===== src/rtl/nbit_adder_pkg.sv =====
// Shared constants and a golden-arithmetic helper for the registered ripple adder.
// Optional signed-overflow output is enabled with NBIT_ADDER_OVF_EN.
package nbit_adder_pkg;

  localparam int NBIT_ADDER_DEFAULT_WIDTH = 8;
  localparam int NBIT_ADDER_MAX_WIDTH     = 64;

  // Callers keep bits [WIDTH:0]; bit WIDTH is the carry-out for that width.
  function automatic logic [NBIT_ADDER_MAX_WIDTH:0] ref_add(
    input logic [NBIT_ADDER_MAX_WIDTH-1:0] a,
    input logic [NBIT_ADDER_MAX_WIDTH-1:0] b,
    input logic                            ci
  );
    return {1'b0, a} + {1'b0, b} + {{NBIT_ADDER_MAX_WIDTH{1'b0}}, ci};
  endfunction

endpackage


===== src/rtl/full_adder_cell.sv =====
// Single-bit full adder; one link of the ripple carry chain.
module full_adder_cell (
  input  logic a,
  input  logic b,
  input  logic ci,
  output logic s,
  output logic co
);

  logic p;

  assign p  = a ^ b;
  assign s  = p ^ ci;
  assign co = (a & b) | (ci & p);

endmodule


===== src/rtl/nbit_reg_adder.sv =====
// Unsigned WIDTH-bit ripple-carry adder with registered sum/carry-out.
// Define NBIT_ADDER_OVF_EN to add the registered two's-complement overflow output ovf.
module nbit_reg_adder
  import nbit_adder_pkg::*;
#(
  parameter int WIDTH = NBIT_ADDER_DEFAULT_WIDTH
) (
  input  logic             clk,
  input  logic             rst,
  input  logic [WIDTH-1:0] a,
  input  logic [WIDTH-1:0] b,
  input  logic             ci,
  output logic [WIDTH-1:0] sum,
  output logic             carry
`ifdef NBIT_ADDER_OVF_EN
  ,
  output logic             ovf
`endif
);

  // Interface has no valid/ready: every clock accepts a new operand pair and
  // the matching result is on the outputs exactly one rising edge later.

  wire  [WIDTH:0]   c;
  logic [WIDTH-1:0] s_comb;

  assign c[0] = ci;

  for (genvar i = 0; i < WIDTH; i++) begin : g_cell
    full_adder_cell u_fa (
      .a  (a[i]),
      .b  (b[i]),
      .ci (c[i]),
      .s  (s_comb[i]),
      .co (c[i+1])
    );
  end

`ifdef NBIT_ADDER_OVF_EN
  // Carry into and out of the sign bit disagree exactly on signed overflow.
  always_ff @(posedge clk or posedge rst) begin
    if (rst) begin
      sum   <= '0;
      carry <= 1'b0;
      ovf   <= 1'b0;
    end else begin
      sum   <= s_comb;
      carry <= c[WIDTH];
      ovf   <= c[WIDTH] ^ c[WIDTH-1];
    end
  end
`else
  always_ff @(posedge clk or posedge rst) begin
    if (rst) begin
      sum   <= '0;
      carry <= 1'b0;
    end else begin
      sum   <= s_comb;
      carry <= c[WIDTH];
    end
  end
`endif

endmodule


===== config.mk =====
export PLATFORM = sky130hd
export DESIGN_NAME = nbit_reg_adder
export DESIGN_NICKNAME = d
export VERILOG_FILES = /design/src/rtl/nbit_adder_pkg.sv /design/src/rtl/full_adder_cell.sv /design/src/rtl/nbit_reg_adder.sv
export SDC_FILE = /design/constraint.sdc
export NUM_CORES = 1
export LEC_CHECK = 0
export ABC_CLOCK_PERIOD_IN_PS = 800
export BUFFER_PORTS_ARGS = -buffer_cell sky130_fd_sc_hd__buf_2
export CORE_AREA = 2 2 39 41
export CTS_BUF_LIST = sky130_fd_sc_hd__clkbuf_16
export DETAILED_ROUTE_END_ITERATION = 10
export DIE_AREA = 0 0 41 43
export GPL_ROUTABILITY_DRIVEN = 1
export PLACE_DENSITY = 0.7
export RECOVER_POWER = 100
export SLEW_MARGIN = 20
export SYNTH_ARGS = -nofsm -noshare
export SYNTH_HDL_FRONTEND = slang
export SYNTH_SLANG_ARGS = --single-unit

===== constraint.sdc =====
create_clock -name clk -period 0.8 [get_ports clk]
set_input_delay 0.08 -clock clk [delete_from_list [all_inputs] [get_ports clk]]
set_output_delay 0.08 -clock clk [all_outputs]
set_load 0.03 [all_outputs]

Word level (Yosys, flattened, before mapping)
Cells that the tools add are included.

storage, ports and cells
  register bits = 9
  bits in latches = 0
  memory bits (writable) = 0
  bits in read-only memories = 0
  output and inout port bits = 9
  memories kept = 0

operators by class
  add/subtract/negate cells = 0
  multipliers = 0
  div/mod/pow operators = 0
  magnitude comparators = 0
  equal/unequal tests = 0
  shift-type cells = 0
  multiplexer cells = 0
  bitwise gates (word level) = 40
  reduce and logical (&&, ||, !) cells = 0

operator list
  cell           count
  $and A1 B1 Y1  16
  $xor A1 B1 Y1  16
  $or A1 B1 Y1   8

Logic depth before layout (Yosys ltp)
Gate-level depths: netlist of run 1.

  depth after elaboration = 17
  depth in mapped cells = 12

By module
Synthesis of run 1 repeated with hierarchy kept, for this count alone.

second synthesis, totals
  cells, all modules = 18
  area, all modules = 389.1 um^2

by module, submodules not included
  module           times used  cells an instance  area each (um^2)
  nbit_reg_adder   1           10                 229.0
  full_adder_cell  8           1                  20.0

Worst setup path before layout of run 1
Ideal clock, no wire load.

  kind = input to register
  from = input port a[0]
  to = register sum[7]
  setup time = 0.064 ns
  arrival = 3.092 ns
  data required time = 0.736 ns
  setup slack = -2.356 ns
  stages on the path = 12
  path buffers = 0
  path through = inv_1 fa_1 inv_1 fa_1 fa_1 fa_1 fa_1 fa_1 fa_1 inv_1 fa_1 inv_1

between the ends
  cells in the longest elaborated chain, start to end = 16

RTL lines
  what                  RTL line               RTL
  from (decl)           nbit_reg_adder.sv:10   input logic [WIDTH-1:0] a,
  $xor A1 B1 Y1         full_adder_cell.sv:12  assign p = a ^ b;
  $and A1 B1 Y1         full_adder_cell.sv:14  assign co = (a & b) | (ci & p);
  $or A1 B1 Y1 *        full_adder_cell.sv:14
  $and A1 B1 Y1 *       full_adder_cell.sv:14
  $or A1 B1 Y1 *        full_adder_cell.sv:14
  $and A1 B1 Y1 *       full_adder_cell.sv:14
  $or A1 B1 Y1 *        full_adder_cell.sv:14
  $and A1 B1 Y1 *       full_adder_cell.sv:14
  $or A1 B1 Y1 *        full_adder_cell.sv:14
  $and A1 B1 Y1 *       full_adder_cell.sv:14
  $or A1 B1 Y1 *        full_adder_cell.sv:14
  $and A1 B1 Y1 *       full_adder_cell.sv:14
  $or A1 B1 Y1 *        full_adder_cell.sv:14
  $and A1 B1 Y1 *       full_adder_cell.sv:14
  $or A1 B1 Y1 *        full_adder_cell.sv:14
  $xor A1 B1 Y1 *       full_adder_cell.sv:13  assign s = p ^ ci;
  net g_cell[7].u_fa.s  full_adder_cell.sv:6   output logic s,
  to (signal assigned)  nbit_reg_adder.sv:58   sum <= s_comb;
  to (decl)             nbit_reg_adder.sv:13   output logic [WIDTH-1:0] sum,

The timed path passes the listed nets; every way through them passes the cells marked *.

Worst setup path in the final report of run 1
Ends and elaborated chain as after synthesis.

==> results.cfg, run 1 <==
[drt]
routed_via_density = 4.05
initialDrtViolationCount = 0
dr.pass1.iters = 1
route.detailed.wl_per_inst_um = 11.6
dr_total_vias = 308
ant_nets = 0
wirelength_um = 883
drt_drc_violations_left = 0

[sta]
hold_ws_ns = 0.158
period_minus_slack_ns = 2.94
fmax_ghz = 0.340
grt_setup_unrepaired = yes
tightest_slew_ns = 0.343
drv_slew = 0
finalHoldViolations = 0
finalWorstSetupSlack_ns = -2.14
final.period_utilization_pct = 368
finalSetupViolations = 17
timing.max_slew.rel_slack_pct = 77.1
setup_tns_ns = -9.80

[clock_tree]
cts_buffers = 3
clkSlewWorstSetupHoldPaths_ns = 0.04
cts-root-buf = clkbuf_16
clock_sinks = 9
setup_fix_buffers_added_after_clock_tree_synthesis = 0
cts_tree = yes
maximum_count_of_clock_buffers_along_a_single_path = 2
h-tree-depth = 1

[critical_path]
path_class = in2reg
setup.worst_path.start_class = input port
crit_start = a[0]
worstSetupEndpoint = sum[7]
cpMostUsedCell = fa_2
buffers_and_inverters_on_the_worst_path = 5
critical_path.max_fanout = 1
critical-path-top-delay-family = adder cells
worst_setup_ep_type = register
slowest_cp_cell = fa_2
cp.arrival_ns = 3.11
timing.critical_path.required_ns = 0.97
critical_path_depth = 13
slowest_delay_ns = 0.43
critical_path.cell_chain = buf_8 -> inv_12 -> fa_2 -> inv_2 -> fa_2 -> fa_2 -> fa_2 -> fa_2 -> fa_2 -> fa_2 -> inv_2 -> fa_2 -> inv_2

[place]
routability_congestion_estimate_from_global_placement = 0.595
placed_inst_area_um2 = 617
preCtsSetupSlack_ns = -2.44
dp_hpwl_um = 737
buffer_ports.inserted = 27

[synth]
post_synth_instance_area_um2 = 427
synth_sequential_area_ratio_pct = 52.8
synthesis.area_per_instance_um2 = 15.2
yosysTopAreaCellShare_pct = 52.8
synth_area_leader_cell = dfrtp_1
ys.warnings.count = 0
yosys_register_bits = 9
synth_nets = 55
post_synth_main_area_contributors = dfrtp_1 (53%), fa_1 (38%), inv_1 (9.7%)
synthCells = 28
yosys.cell_types.count = 3

[die]
ios = 28
initial_cell_density_of_the_core_pct = 30.8
die_width_um = 41
dieArea_um2 = 1760
fp.dieH_um = 43
num_rows = 14
coreArea_um2 = 1380

[final_layout]
sequential_cell_area_um2 = 225
mostFrequentLayoutCell = buf_2
multi_input_area_um2 = 180
layout.nets = 88
syn_to_final_growth_pct = 84.5
final_layout_size_suffix_gt1_share_pct = 75.0
mostFrequentLayoutCells = buf_2 (15), buf_6 (11), dfrtp_1 (9)
fin_area_um2 = 787
antenna_cells_inserted = 0
filler_cell_count = 115

[global_route]
globalRoute.totalOverflow = 0
grt_max_degree = 10
first_global_vias = 366
grt_util_all_layers_pct = 13.6
grt_first_pass_wirelength_um = 1490
antenna_found_initial = 0

[run_status]
failed_checks = negative setup slack
outcome = complete, but fails checks

[power]
powerDensity_nw_per_um2 = 2540
max-vdd-ir-drop_mv = 1.29
pwr_total_mw = 2.00
power.static_leakage_nw = 0.391

[flow_run]
maxCapViolCount = 0

[worst_hold_path]
hold_path.class = in2reg
[cell usage after synthesis, drive strengths merged]
cell,count
inv,11
dfrtp,9
fa,8
[what timing repair did]
| item | 4_1_cts | 5_1_grt |
|---|---|---|
| setup endpoints to repair | 17 | 17 |
| resized for setup | 25 | 2 |
| endpoints found under the hold margin | 9 | 0 |
| hold buffers | 1 | 0 |
[cell type report]
class / count / share of cell area (%)
Clock inverter: 1 / 0.477
Timing Repair Buffer: 28 / 28.5
Sequential cell: 9 / 28.6
Inverter: 11 / 7.47
Tap cell: 16 / 2.54
Multi-Input combinational cell: 8 / 22.9
Clock buffer: 3 / 9.54
[where the power goes]
| group | total, mW | switching (mW) | internal, mW |
|---|---|---|---|
| clock | 0.842 | 0.192 | 0.651 |
| sequential | 0.581 | 0.0402 | 0.540 |
| combinational | 0.577 | 0.309 | 0.269 |
[kinds of logic (layout without fill, tap and decap cells)]
| logic type | count (synthesis) | count (layout) | synth area share, % |
|---|---|---|---|
| buf+inv | 11 | 43 | 9.68 |
| fa+ha+maj | 8 | 8 | 37.5 |
| flops | 9 | 9 | 52.8 |
[per-layer routing]
metal	global-route usage, %	vias up	routed length [um]
li1	-	138	-
met1	11.1	153	237
met2	25.3	17	557
met3	6.81	0	88
met4	4.00	0	0
met5	0	-	0
[stage by stage]
| stage | util, % | std cells |
|---|---|---|
| after floorplan | - | 28 |
| after global placement | 44.6 | 71 |
| after detailed placement | 44.6 | 71 |
| after CTS | 56.4 | 76 |
| after global routing | 56.9 | 76 |
| final | 56.9 | 76 |
[worst min path at each step]
stage               from     end  slack, ns  depth (start not counted)
finish              b[2]  sum[2]       0.16                          2
global route        b[2]  sum[2]       0.16                          2
CTS                 b[2]  sum[2]       0.15                          2
detailed placement   rst  sum[3]       0.05                          2
global placement     rst  sum[1]       0.04                          2
floorplan            rst   carry      -0.09                          1
[registers in the layout, indices dropped and copies added (netlist names)]
signal	cells
carry	1
sum	8
(Power assumes the default switching activity.)
==> run 2: changes to the inputs <==
Settings changed: ABC_CLOCK_PERIOD_IN_PS 800 to 3000, CTS_CLUSTER_DIAMETER set to 200, PLACE_DENSITY 0.7 to 0.68.
Clock period 0.8 ns to 3 ns, I/O delays scaled along.
==> run 2 against run 1 <==
  * The run still ends with negative setup slack left
  * Sequential power shrank 74%
  * Total power shrank 76%
  * Die area is the same
  * Largest cell class unchanged
  * Highest routed layer is now met4
==> results.cfg, run 2 (same netlist as run 1, synthesis figures left out) <==
[run_status]
outcome = complete, but fails checks
failed_checks = negative setup slack

[drt]
drt_drc_violations_left = 0
dr.pass1.iters = 1
dr_total_vias = 304
initialDrtViolationCount = 0
route.detailed.wl_per_inst_um = 10.1
ant_nets = 0
wirelength_um = 759
routed_via_density = 4.05

[sta]
finalSetupViolations = 1
finalHoldViolations = 0
finalWorstSetupSlack_ns = -0.116
tightest_slew_ns = 0.369
drv_slew = 0
fmax_ghz = 0.321
period_minus_slack_ns = 3.12
grt_setup_unrepaired = yes
timing.max_slew.rel_slack_pct = 75.5
final.period_utilization_pct = 104

[final_layout]
mostFrequentLayoutCells = buf_2 (18), inv_1 (11), dfrtp_1 (9), clkbuf_1 (9), fa_2 (6)
final_layout_size_suffix_gt1_share_pct = 47.5
syn_to_final_growth_pct = 55.7
layout.nets = 87
layout.cells.non_filler = 75
mostFrequentLayoutCell = buf_2
largest_registers_ranked_by_flip_flop_count = sum (8), carry (1)
largest_register_ffs = 8
layout.core_utilization_pct = 48.0
register_name_with_the_most_flops = sum
fin_area_um2 = 664
antenna_cells_inserted = 0

[critical_path]
critical_path.max_fanout = 1
cp.arrival_ns = 3.29
path_class = in2reg
timing.critical_path.required_ns = 3.17
worst_setup_ep_type = register
setup.worst_path.start_class = input port

[global_route]
antenna_found_initial = 0
grt_first_pass_wirelength_um = 1150
grtUsageMet3_pct = 4.71
globalRoute.totalOverflow = 0
grt_util_all_layers_pct = 11.2
grt_use_met2_pct = 14.4
grt_max_degree = 10
first_global_vias = 310
grt_util_met1_pct = 11.4
gr-max-usage-layer = met2

[die]
coreArea_um2 = 1380
dieArea_um2 = 1760
initial_cell_density_of_the_core_pct = 30.8
ios = 28
die_width_um = 41
num_rows = 14
fp.dieH_um = 43

[power]
sequentialPowerShare_pct = 30.9
max-vdd-ir-drop_mv = 0.215
internal_power_mw = 0.349
power_switching_mw = 0.135
power_frac_clock_pct = 46.9
power.static_leakage_nw = 0.340
net_switching_fraction_of_the_power_pct = 28.0
p_comb_share_pct = 22.3
powerDensity_nw_per_um2 = 729

[place]
preCtsSetupSlack_ns = -0.429
post-place-cells = 71
dp_hpwl_um = 660
routability_congestion_estimate_from_global_placement = 0.616
placed_inst_area_um2 = 594
buffer_ports.inserted = 27

[clock_tree]
maximum_count_of_clock_buffers_along_a_single_path = 2
cts_buffers = 3
postCtsHoldBufs = 0
cts-root-buf = clkbuf_16
clock_sinks = 9
h-tree-depth = 1
clkSlewWorstSetupHoldPaths_ns = 0.04
cts_tree = yes
setup_fix_buffers_added_after_clock_tree_synthesis = 0

[flow_run]
maxCapViolCount = 0

[worst_hold_path]
hold_path.class = in2async
==> run 2: changes by cell type in the layout (fill, tap and decap cells not counted), sizes merged <==
cell,before,now
buf,27,18
clkbuf,3,12
dlygate4sd3,1,0
==> run 2: how the worst max path moves through the flow <==
stage          depth (start not counted)  slack [ns]  start      to
2_1_floorplan                         12       -0.20   a[0]  sum[7]
3_3_place_gp                          13       -0.38   a[0]  sum[7]
3_5_place_dp                          13       -0.43   a[0]  sum[7]
4_1_cts                               13       -0.15   a[0]  sum[7]
5_1_grt                               13       -0.21   b[0]  sum[7]
6_report                              13       -0.12   b[0]  sum[7]
==> run 2: layer usage <==
metal | part of all wire [%] | routed length [um]
met5 | 0 | 0
met4 | 5.8 | 44
met3 | 14 | 110
met2 | 45 | 338
met1 | 35 | 265
==> run 2: cell type report <==
| type | count | area (um2) |
|---|---|---|
| fillers | 133 | 719 |
| flip-flops and latches | 9 | 225 |
| multi-input cells | 8 | 175 |
| repair buffers | 27 | 124 |
| clock buffers | 3 | 75.1 |
| inverters | 11 | 41.3 |
| well taps | 16 | 20.0 |
| clock inverters | 1 | 3.75 |
==> run 2: critical path, cell delays in order <==
cell and delay (ns):
buf_2 0.10, inv_1 0.06, fa_1 0.17, inv_1 0.05
fa_2 0.34, fa_2 0.37, fa_2 0.35, fa_2 0.35
fa_2 0.34, fa_2 0.34, inv_1 0.07, fa_1 0.40
inv_1 0.06
==> run 2: metrics by stage <==
step	total power [mW]	TNS, ns	hold slack (ns)
final	0.484	-0.116	0.0138
after global routing	0.515	-0.206	0.0406
after CTS	0.498	-0.150	0.0222
after detailed placement	0.267	-0.667	0.266
after global placement	0.263	-0.526	0.261
after floorplan	0.221	-0.203	0.128
==> run 2: power by group through the flow <==
| stage | combinational [mW] | sequential (mW) | clock, mW |
|---|---|---|---|
| 5_1_grt | 0.123 | 0.152 | 0.241 |
| 4_1_cts | 0.117 | 0.149 | 0.232 |
| 3_3_place_gp | 0.113 | 0.150 | 0 |
| 3_5_place_dp | 0.116 | 0.151 | 0 |
| 6_report | 0.108 | 0.149 | 0.227 |
| 2_1_floorplan | 0.0234 | 0.197 | 0 |
==> run 2: what timing repair did <==
action	CTS	global route
resized for setup	1	1
pin swaps	0	0
endpoints found under the setup margin	1	2
